## config.mk

```make
export PLATFORM = sky130hd
export DESIGN_NAME = multi_wave_gen
export DESIGN_NICKNAME = d
export VERILOG_FILES = /design/src/rtl/multi_wave_gen.sv
export SDC_FILE = /design/constraint.sdc
export NUM_CORES = 1
export LEC_CHECK = 0
export CAP_MARGIN = 5
export CELL_PAD_IN_SITES_DETAIL_PLACEMENT = 0
export CELL_PAD_IN_SITES_GLOBAL_PLACEMENT = 1
export CORE_MARGIN = 3
export CORE_UTILIZATION = 40
export DETAILED_ROUTE_END_ITERATION = 10
export PLACE_DENSITY = 0.87
export SKIP_CTS_REPAIR_TIMING = 1
export SLEW_MARGIN = 20
export SYNTH_ARGS = -nofsm -noshare
export SYNTH_HDL_FRONTEND = slang
export SYNTH_SLANG_ARGS = --single-unit
```

## constraint.sdc

```tcl
create_clock -name clk -period 6.6 [get_ports clk]
set_input_delay 0.66 -clock clk [delete_from_list [all_inputs] [get_ports clk]]
set_output_delay 0.66 -clock clk [all_outputs]
set_load 0.02 [all_outputs]
```

## src/rtl/multi_wave_gen.sv

```systemverilog
// Phase-accumulator audio waveform generator (square, sawtooth, triangle, noise).
// Define MULTI_WAVE_GEN_NOISE_EN to build the 16-bit LFSR noise source for mode 3.
module multi_wave_gen #(
  parameter int CODE_WIDTH  = 10,
  parameter int PHASE_WIDTH = 24
) (
  input  logic                   clk,
  input  logic                   rst,
  input  logic                   next_sample,
  input  logic [PHASE_WIDTH-1:0] fcw,
  input  logic [1:0]             mode,
  input  logic [2:0]             vol,
  input  logic                   phase_sync,
  output logic [CODE_WIDTH-1:0]  code,
  output logic                   code_valid
);

  localparam int W = CODE_WIDTH;
  localparam int P = PHASE_WIDTH;
  localparam logic [W-1:0] HALF    = {1'b1, {(W-1){1'b0}}};
  localparam logic [W-1:0] MAX_POS = {1'b0, {(W-1){1'b1}}};

  logic [P-1:0]        phase;
  logic [P-1:0]        phase_cur;
  logic [W-1:0]        top;
  logic [W-1:0]        tri_t;
  logic [W-1:0]        noise_val;
  logic signed [W-1:0] wave;
  logic signed [W-1:0] wave_att;
  logic [W-1:0]        code_next;

  // A coincident sync makes this strobe render phase 0 and then advance from 0.
  assign phase_cur = phase_sync ? '0 : phase;
  assign top       = phase_cur[P-1 -: W];
  assign tri_t     = phase_cur[P-1] ? ~phase_cur[P-2 -: W] : phase_cur[P-2 -: W];

`ifdef MULTI_WAVE_GEN_NOISE_EN
  logic [15:0] lfsr;
  logic        lfsr_fb;

  // Fibonacci taps 16,14,13,11; advances on every strobe regardless of mode.
  assign lfsr_fb = lfsr[15] ^ lfsr[13] ^ lfsr[12] ^ lfsr[10];

  generate
    if (W <= 16) begin : g_noise_narrow
      assign noise_val = lfsr[15 -: W];
    end else begin : g_noise_wide
      assign noise_val = {lfsr, {(W-16){1'b0}}};
    end
  endgenerate

  always_ff @(posedge clk or posedge rst) begin
    if (rst) begin
      lfsr <= 16'hACE1;
    end else if (next_sample) begin
      lfsr <= {lfsr[14:0], lfsr_fb};
    end
  end
`else
  assign noise_val = '0;
`endif

  always_comb begin
    wave = '0;
    case (mode)
      2'd0:    wave = phase_cur[P-1] ? HALF : MAX_POS;
      2'd1:    wave = top - HALF;
      2'd2:    wave = tri_t - HALF;
      default: wave = noise_val;
    endcase
  end

  // Shift kept in its own signed assignment so the offset add cannot make it logical.
  assign wave_att  = wave >>> vol;
  assign code_next = wave_att + HALF;

  always_ff @(posedge clk or posedge rst) begin
    if (rst) begin
      phase      <= '0;
      code       <= HALF;
      code_valid <= 1'b0;
    end else begin
      code_valid <= next_sample;
      if (next_sample) begin
        code  <= code_next;
        phase <= phase_cur + fcw;
      end else begin
        phase <= phase_cur;
      end
    end
  end

endmodule

```

==> results.py, run 1 <==
metrics = {
    "sta": {
        "fmax_ghz": 0.256,
        "fin_setup_tns_ps": 0,
        "period_needed_ps": 3910,
        "period_share_pct": 59.3,
        "setup_viol": 0,
        "worstMarginPinSlew_ps": 950,
        "slew_headroom_pct": 36.7,
        "hold_viol": 0,
        "clock_skew_ps": 6.61,
        "hold_slack_ps": 489,
        "slew_violations": 0,
        "rsz0062_at_grt": "no",
        "setup_ws_ps": 2690,
    },
    "logic_synthesis": {
        "synth_fp_nets": 441,
        "synth_cells": 387,
        "ys.flop_type": "dfrtp_1",
        "synth.cell_area_um2": 3390,
        "ys.warnings.count": 0,
        "yosysSeqAreaShare_pct": 25.9,
        "syn_area_per_cell_um2": 8.75,
        "synthArstFlopShare_pct": 100,
        "synth-edff-count": 0,
        "synth.distinct_cells": 67,
        "ys_seq_elements": 35,
    },
    "global_route": {
        "grt_max_degree": 49,
        "grt_pass1_wl_um": 14100,
        "use_met3_pct": 3.14,
        "antenna_found_initial": 0,
        "grt_usage_pct": 17.5,
        "met2_usage_pct": 28.6,
        "grt_most_used_layer": "met2",
        "gr-usage-met1_pct": 23.4,
        "grt_pass1_vias": 2975,
        "grt_overflow": 0,
    },
    "worst_setup_path": {
        "rrSetupSlack_ps": 3650,
        "crit_path_cell_trace": "clkdlybuf4s50_1 -> buf_4 -> inv_1 -> nand2_1 -> inv_1 -> ha_1 -> a211oi_2 -> o21ai_1 -> o211a_1 -> o2111a_1 -> a311oi_2 -> o21bai_1 -> xor2_1 -> mux2_2",
        "path_max_fanout": 32,
        "arrival_ps": 4080,
        "worst_ep_required_time_ps": 6770,
        "crit_start": "phase_sync",
        "cpMostUsedCell": "inv_1",
        "crit_path_end_kind": "register",
        "cp_top_family": "compound AO/OA/AOI/OAI gates",
        "worstSetupStartpointType": "input pin",
        "timing.rr.start": "phase[0]",
        "cpPeakStageDelay_ps": 470,
        "slowest_stage": "clkdlybuf4s50_1",
        "crit_buf_inv": 4,
        "r2r-end": "phase[22]",
        "path_depth": 14,
        "reg2reg_depth": 12,
        "endpoint": "phase[17]",
        "worstSetupPathType": "in -> reg",
    },
    "power_and_ir_drop": {
        "pwr-share-comb_pct": 50.4,
        "power.switching_uw": 382,
        "swShare_pct": 38.5,
        "p_leak_nw": 1.75,
        "power_frac_seq_pct": 32.0,
        "internal_power_uw": 609,
        "power.density_nw_per_um2": 250,
        "max-vdd-ir-drop_mv": 0.134,
        "clkPwrFrac_pct": 17.6,
    },
    "final_layout": {
        "multi_input_area_um2": 2350,
        "nFillCells": 765,
        "syn_to_final_growth_pct": 16.9,
        "utilization_pct": 49.7,
        "final_net_count": 471,
        "antenna_cells": 0,
        "seqCellArea_um2": 877,
        "layout-drive-gt1-share_pct": 9.81,
    },
    "clocking": {
        "cts_tree": "yes",
        "cts_max_path_buffers": 2,
        "cts.sinks": 35,
        "clk_pin_slew_ps": 70,
        "cts_max_level": 2,
        "clockRootBuffer": "clkbuf_8",
        "cts_buffers": 5,
        "clock_latency_ps": 280,
    },
    "job": {
        "max_cap_viol_count": 0,
    },
    "floorplanning": {
        "dieArea_um2": 9610,
        "die_y_um": 98.0,
        "start_util_pct": 42.5,
        "pin_count": 44,
        "fp.coreArea_um2": 7970,
        "rows": 32,
        "die_x_um": 98.0,
    },
    "routing": {
        "vias": 2937,
        "detail-route-antenna-nets": 0,
        "drt-total-wl_um": 8100,
        "drc_errors": 0,
        "drt_pass1_iterations": 4,
        "drt-initial-drc-count": 152,
        "via_per_inst": 5.65,
        "drt-wirelength-per-cell_um": 15.6,
    },
    "run_status": {
        "status": "complete, no violations",
    },
    "placed_design": {
        "dp_hpwl_um": 6090,
        "dpl_worst_slack_ps": 2410,
        "port_buffers": 43,
        "place.gp.congestion": 0.850,
    },
    "hold_path": {
        "hold_path_class": "reg -> reg",
    },
}
cell families (layout without fill, tap and decap cells):
family                   count (synthesis)  count (layout)  share of synthesized area, %
AO/OA/AOI/OAI                          128             128                          26.9
XOR/XNOR                                24              24                          6.21
adder cells (fa/ha/maj)                 22              22                          8.27
buffers and inverters                   38              69                          4.62
flip-flops                              35              35                          25.9
multiplexers                            35              35                          12.0
AND/OR/NAND/NOR                        105             105                          16.1
state kept, by name (all words and copies together), names as in the netlist:
signal and count:
phase 24, code 10, code_valid 1
layout by cell type (no fill, tap or decap), drive strengths merged, types with 16 or more instances in the layout:
cell / n
nor2: 26
inv: 16
o21ai: 20
a21oi: 36
dfrtp: 34
ha: 20
mux2i: 17
nand2: 26
nor2b: 28
clkdlybuf4s50: 42
cell type report:
type                            instances  share of cell area, %
Multi-Input combinational cell        314                   59.5
Sequential cell                        35                   22.2
Timing Repair Buffer                   45                   11.1
Tap cell                              102                   3.22
Clock buffer                            8                   2.53
Inverter                               16                   1.52
metrics by stage:
stage          power [mW]  area, µm²  std cells
3_3_place_gp        0.807       3860        512
5_1_grt              1.07       3960        520
2_1_floorplan       0.692       3390        387
4_1_cts             0.999       3960        520
3_5_place_dp        0.817       3860        512
6_report            0.990       3960        520
Yosys cell counts, types with 11 or more instances:
master | count | area share (%)
a21o_1 | 15 | 3.3
nand2_1 | 26 | 2.9
nor2_1 | 25 | 2.8
nor2b_1 | 27 | 5.0
clkbuf_1 | 11 | 1.2
mux2_2 | 15 | 5.0
inv_1 | 16 | 1.8
xnor2_1 | 15 | 3.9
dfrtp_1 | 34 | 25
mux2i_1 | 17 | 5.0
ha_1 | 20 | 7.4
o21ai_0 | 12 | 1.8
a21oi_1 | 33 | 4.9
routing by layer:
metal | up-vias | wire [µm] | part of all wire (%)
li1 | 1484 | - | -
met1 | 1371 | 3730 | 46
met2 | 74 | 3860 | 48
met3 | 8 | 377 | 4.7
met4 | 0 | 131 | 1.6
met5 | - | 0 | 0
worst min path at each step:
stage	startpoint	end	cells past startpoint
5_1_grt	code[3]	code[3]	1
3_5_place_dp	code[3]	code[3]	1
6_report	code[3]	code[3]	1
3_3_place_gp	code[3]	code[3]	1
4_1_cts	code[3]	code[3]	1
2_1_floorplan	code[9]	code[9]	2
power groups by stage:
stage	clock [mW]	sequential, mW	combinational (mW)
after floorplan	0	0.315	0.377
after global placement	0	0.319	0.488
after detailed placement	0	0.320	0.497
after CTS	0.183	0.316	0.500
after global routing	0.193	0.324	0.555
final	0.174	0.317	0.499
(Power assumes the default switching activity.)
==> run 2, diff against run 1 <==
--- a/config.mk
+++ b/config.mk
@@ -9,9 +9,9 @@
 export CELL_PAD_IN_SITES_DETAIL_PLACEMENT = 0
 export CELL_PAD_IN_SITES_GLOBAL_PLACEMENT = 1
 export CORE_MARGIN = 3
-export CORE_UTILIZATION = 40
+export CORE_UTILIZATION = 39
 export DETAILED_ROUTE_END_ITERATION = 10
-export PLACE_DENSITY = 0.87
+export PLACE_DENSITY = 0.88
 export SKIP_CTS_REPAIR_TIMING = 1
 export SLEW_MARGIN = 20
 export SYNTH_ARGS = -nofsm -noshare
==> constraint.sdc (replaced) <==
create_clock -name clk -period 3.33 [get_ports clk]
set_input_delay 0.333 -clock clk [delete_from_list [all_inputs] [get_ports clk]]
set_output_delay 0.333 -clock clk [all_outputs]
set_load 0.02 [all_outputs]
==> run 2 against run 1 <==
  * Non-clock buffer count increased by 23
  * Clock power up 130%
  * Count of clock-buffer cells in the layout down 3
  * Utilization rose by 0.19 points
  * Cell area rose by 5.1%
  * Register-to-register slack lost 3100 ps
  * Flip-flop and latch count unchanged
  * Critical path type unchanged
  * Critical endpoint is now phase[22]
  * Largest cell class unchanged
==> results.py, run 2 (synthesis gave the netlist of run 1 again) <==
metrics = {
    "final_layout": {
        "syn_to_final_growth_pct": 22.8,
        "nFillCells": 804,
        "final_common_cell": "clkdlybuf4s50_1",
        "antenna_cells": 0,
        "layout-drive-gt1-share_pct": 14.7,
        "top_regs": "phase (24), code (10), code_valid (1)",
        "layout_common_cells": "42 x clkdlybuf4s50_1, 34 x dfrtp_1, 33 x a21oi_1, 27 x nor2b_1, 26 x nand2_1",
        "largest_reg_flops": 24,
        "largest-register": "phase",
        "final_net_count": 494,
        "utilization_pct": 49.9,
    },
    "sta": {
        "slew_headroom_pct": 56.8,
        "period_share_pct": 94.2,
        "fmax_ghz": 0.319,
        "hold_viol": 0,
        "clock_skew_ps": 8.30,
        "setup_viol": 0,
        "period_needed_ps": 3140,
        "rsz0062_at_grt": "no",
        "slew_violations": 0,
        "worstMarginPinSlew_ps": 648,
    },
    "power_and_ir_drop": {
        "max-vdd-ir-drop_mv": 0.261,
        "p_leak_nw": 1.87,
        "design_power_total_mw": 2.09,
        "power.density_nw_per_um2": 501,
    },
    "routing": {
        "drt-initial-drc-count": 189,
        "detail-route-antenna-nets": 0,
        "drt-wirelength-per-cell_um": 15.8,
        "drc_errors": 0,
        "vias": 3051,
        "drt-total-wl_um": 8610,
        "via_per_inst": 5.59,
        "drt_pass1_iterations": 4,
    },
    "global_route": {
        "grt_usage_pct": 17.9,
        "antenna_found_initial": 0,
        "grt_max_degree": 36,
        "grt_overflow": 0,
        "grt_pass1_vias": 2943,
        "grt_pass1_wl_um": 14500,
    },
    "clocking": {
        "cts_max_level": 2,
        "clk_pin_slew_ps": 80,
        "cts_max_path_buffers": 2,
        "cts.sinks": 35,
        "clock_latency_ps": 290,
        "cts_tree": "yes",
        "cts_buffers": 5,
        "clockRootBuffer": "clkbuf_8",
    },
    "floorplanning": {
        "rows": 33,
        "die_x_um": 99.2,
        "dieArea_um2": 9840,
        "fp.coreArea_um2": 8340,
        "start_util_pct": 40.6,
        "die_y_um": 99.2,
        "pin_count": 44,
    },
    "placed_design": {
        "port_buffers": 43,
        "place.gp.congestion": 0.940,
        "dp_hpwl_um": 6550,
    },
    "hold_path": {
        "hold_path_class": "in -> async",
    },
    "worst_setup_path": {
        "path_max_fanout": 5,
        "crit_path_end_kind": "register",
        "arrival_ps": 3310,
        "worstSetupPathType": "in -> reg",
        "worstSetupStartpointType": "input pin",
        "worst_ep_required_time_ps": 3510,
    },
    "job": {
        "max_cap_viol_count": 0,
    },
    "run_status": {
        "status": "complete, no violations",
    },
}
## run 2: cell types whose count changed in the layout (fill, tap and decap cells not counted), sizes merged
| cell | before | now |
|---|---|---|
| buf | 3 | 26 |
| clkbuf | 8 | 5 |
| bufinv | 0 | 1 |
| clkinv | 0 | 2 |
## run 2: metrics by stage
stage               instance area, µm²  hold slack, ps  setup WS [ps]  setup TNS, ps  std cells
floorplan                         3390             364            266              0        387
global placement                  4050             468           79.6              0        538
detailed placement                4050             471           -113           -383        538
CTS                               4160             462            187              0        546
global route                      4160             507           25.0              0        546
finish                            4160             448            193              0        546
## run 2: path summary, 6_finish.rpt
check	from	end	slack, ps	cells past startpoint
setup / recovery	phase_sync	phase[22]	190	14
hold / removal	rst	code[2]	450	3
setup reg to reg	phase[0]	phase[22]	530	13
hold reg to reg	code[3]	code[3]	490	1
max in group asynchronous	rst	code[9]	2530	3
min in group clk	code[3]	code[3]	490	1
## run 2: final cells by class
class | instances | area (µm²) | area share [%]
timing repair buffer | 68 | 626 | 15.0
sequential | 35 | 877 | 21.1
clock inverter | 3 | 43.8 | 1.05
clock buffer | 5 | 68.8 | 1.65
tap | 105 | 131 | 3.16
multi-input combinational | 314 | 2350 | 56.6
inverter | 16 | 60.1 | 1.44
## run 2: metal layers
metal,up-vias,share of wire (%),track usage (%)
li1,1527,-,-
met1,1460,47,25.6
met4,0,1.5,3.78
met3,10,3.4,2.73
met2,54,48,28.8
met5,-,0,0
## run 2: report_power, final
part	internal, mW	switching (mW)	leakage [nW]	total [mW]
clock network	0.223	0.174	0.0581	0.397
registers	0.535	0.0892	0.428	0.625
logic	0.534	0.529	1.38	1.06
total	1.29	0.793	1.87	2.09
## run 2: worst max-delay path: stages
cell and delay, ps:
clkdlybuf4s50_1 560, nor2b_1 240, ha_1 200, inv_1 60, fa_1 400, nor2b_1 180
o31ai_2 100, a211oi_1 220, buf_4 170, a2111oi_4 40, nor2_1 240, a41oi_1 170
xnor2_1 150, mux2_2 260
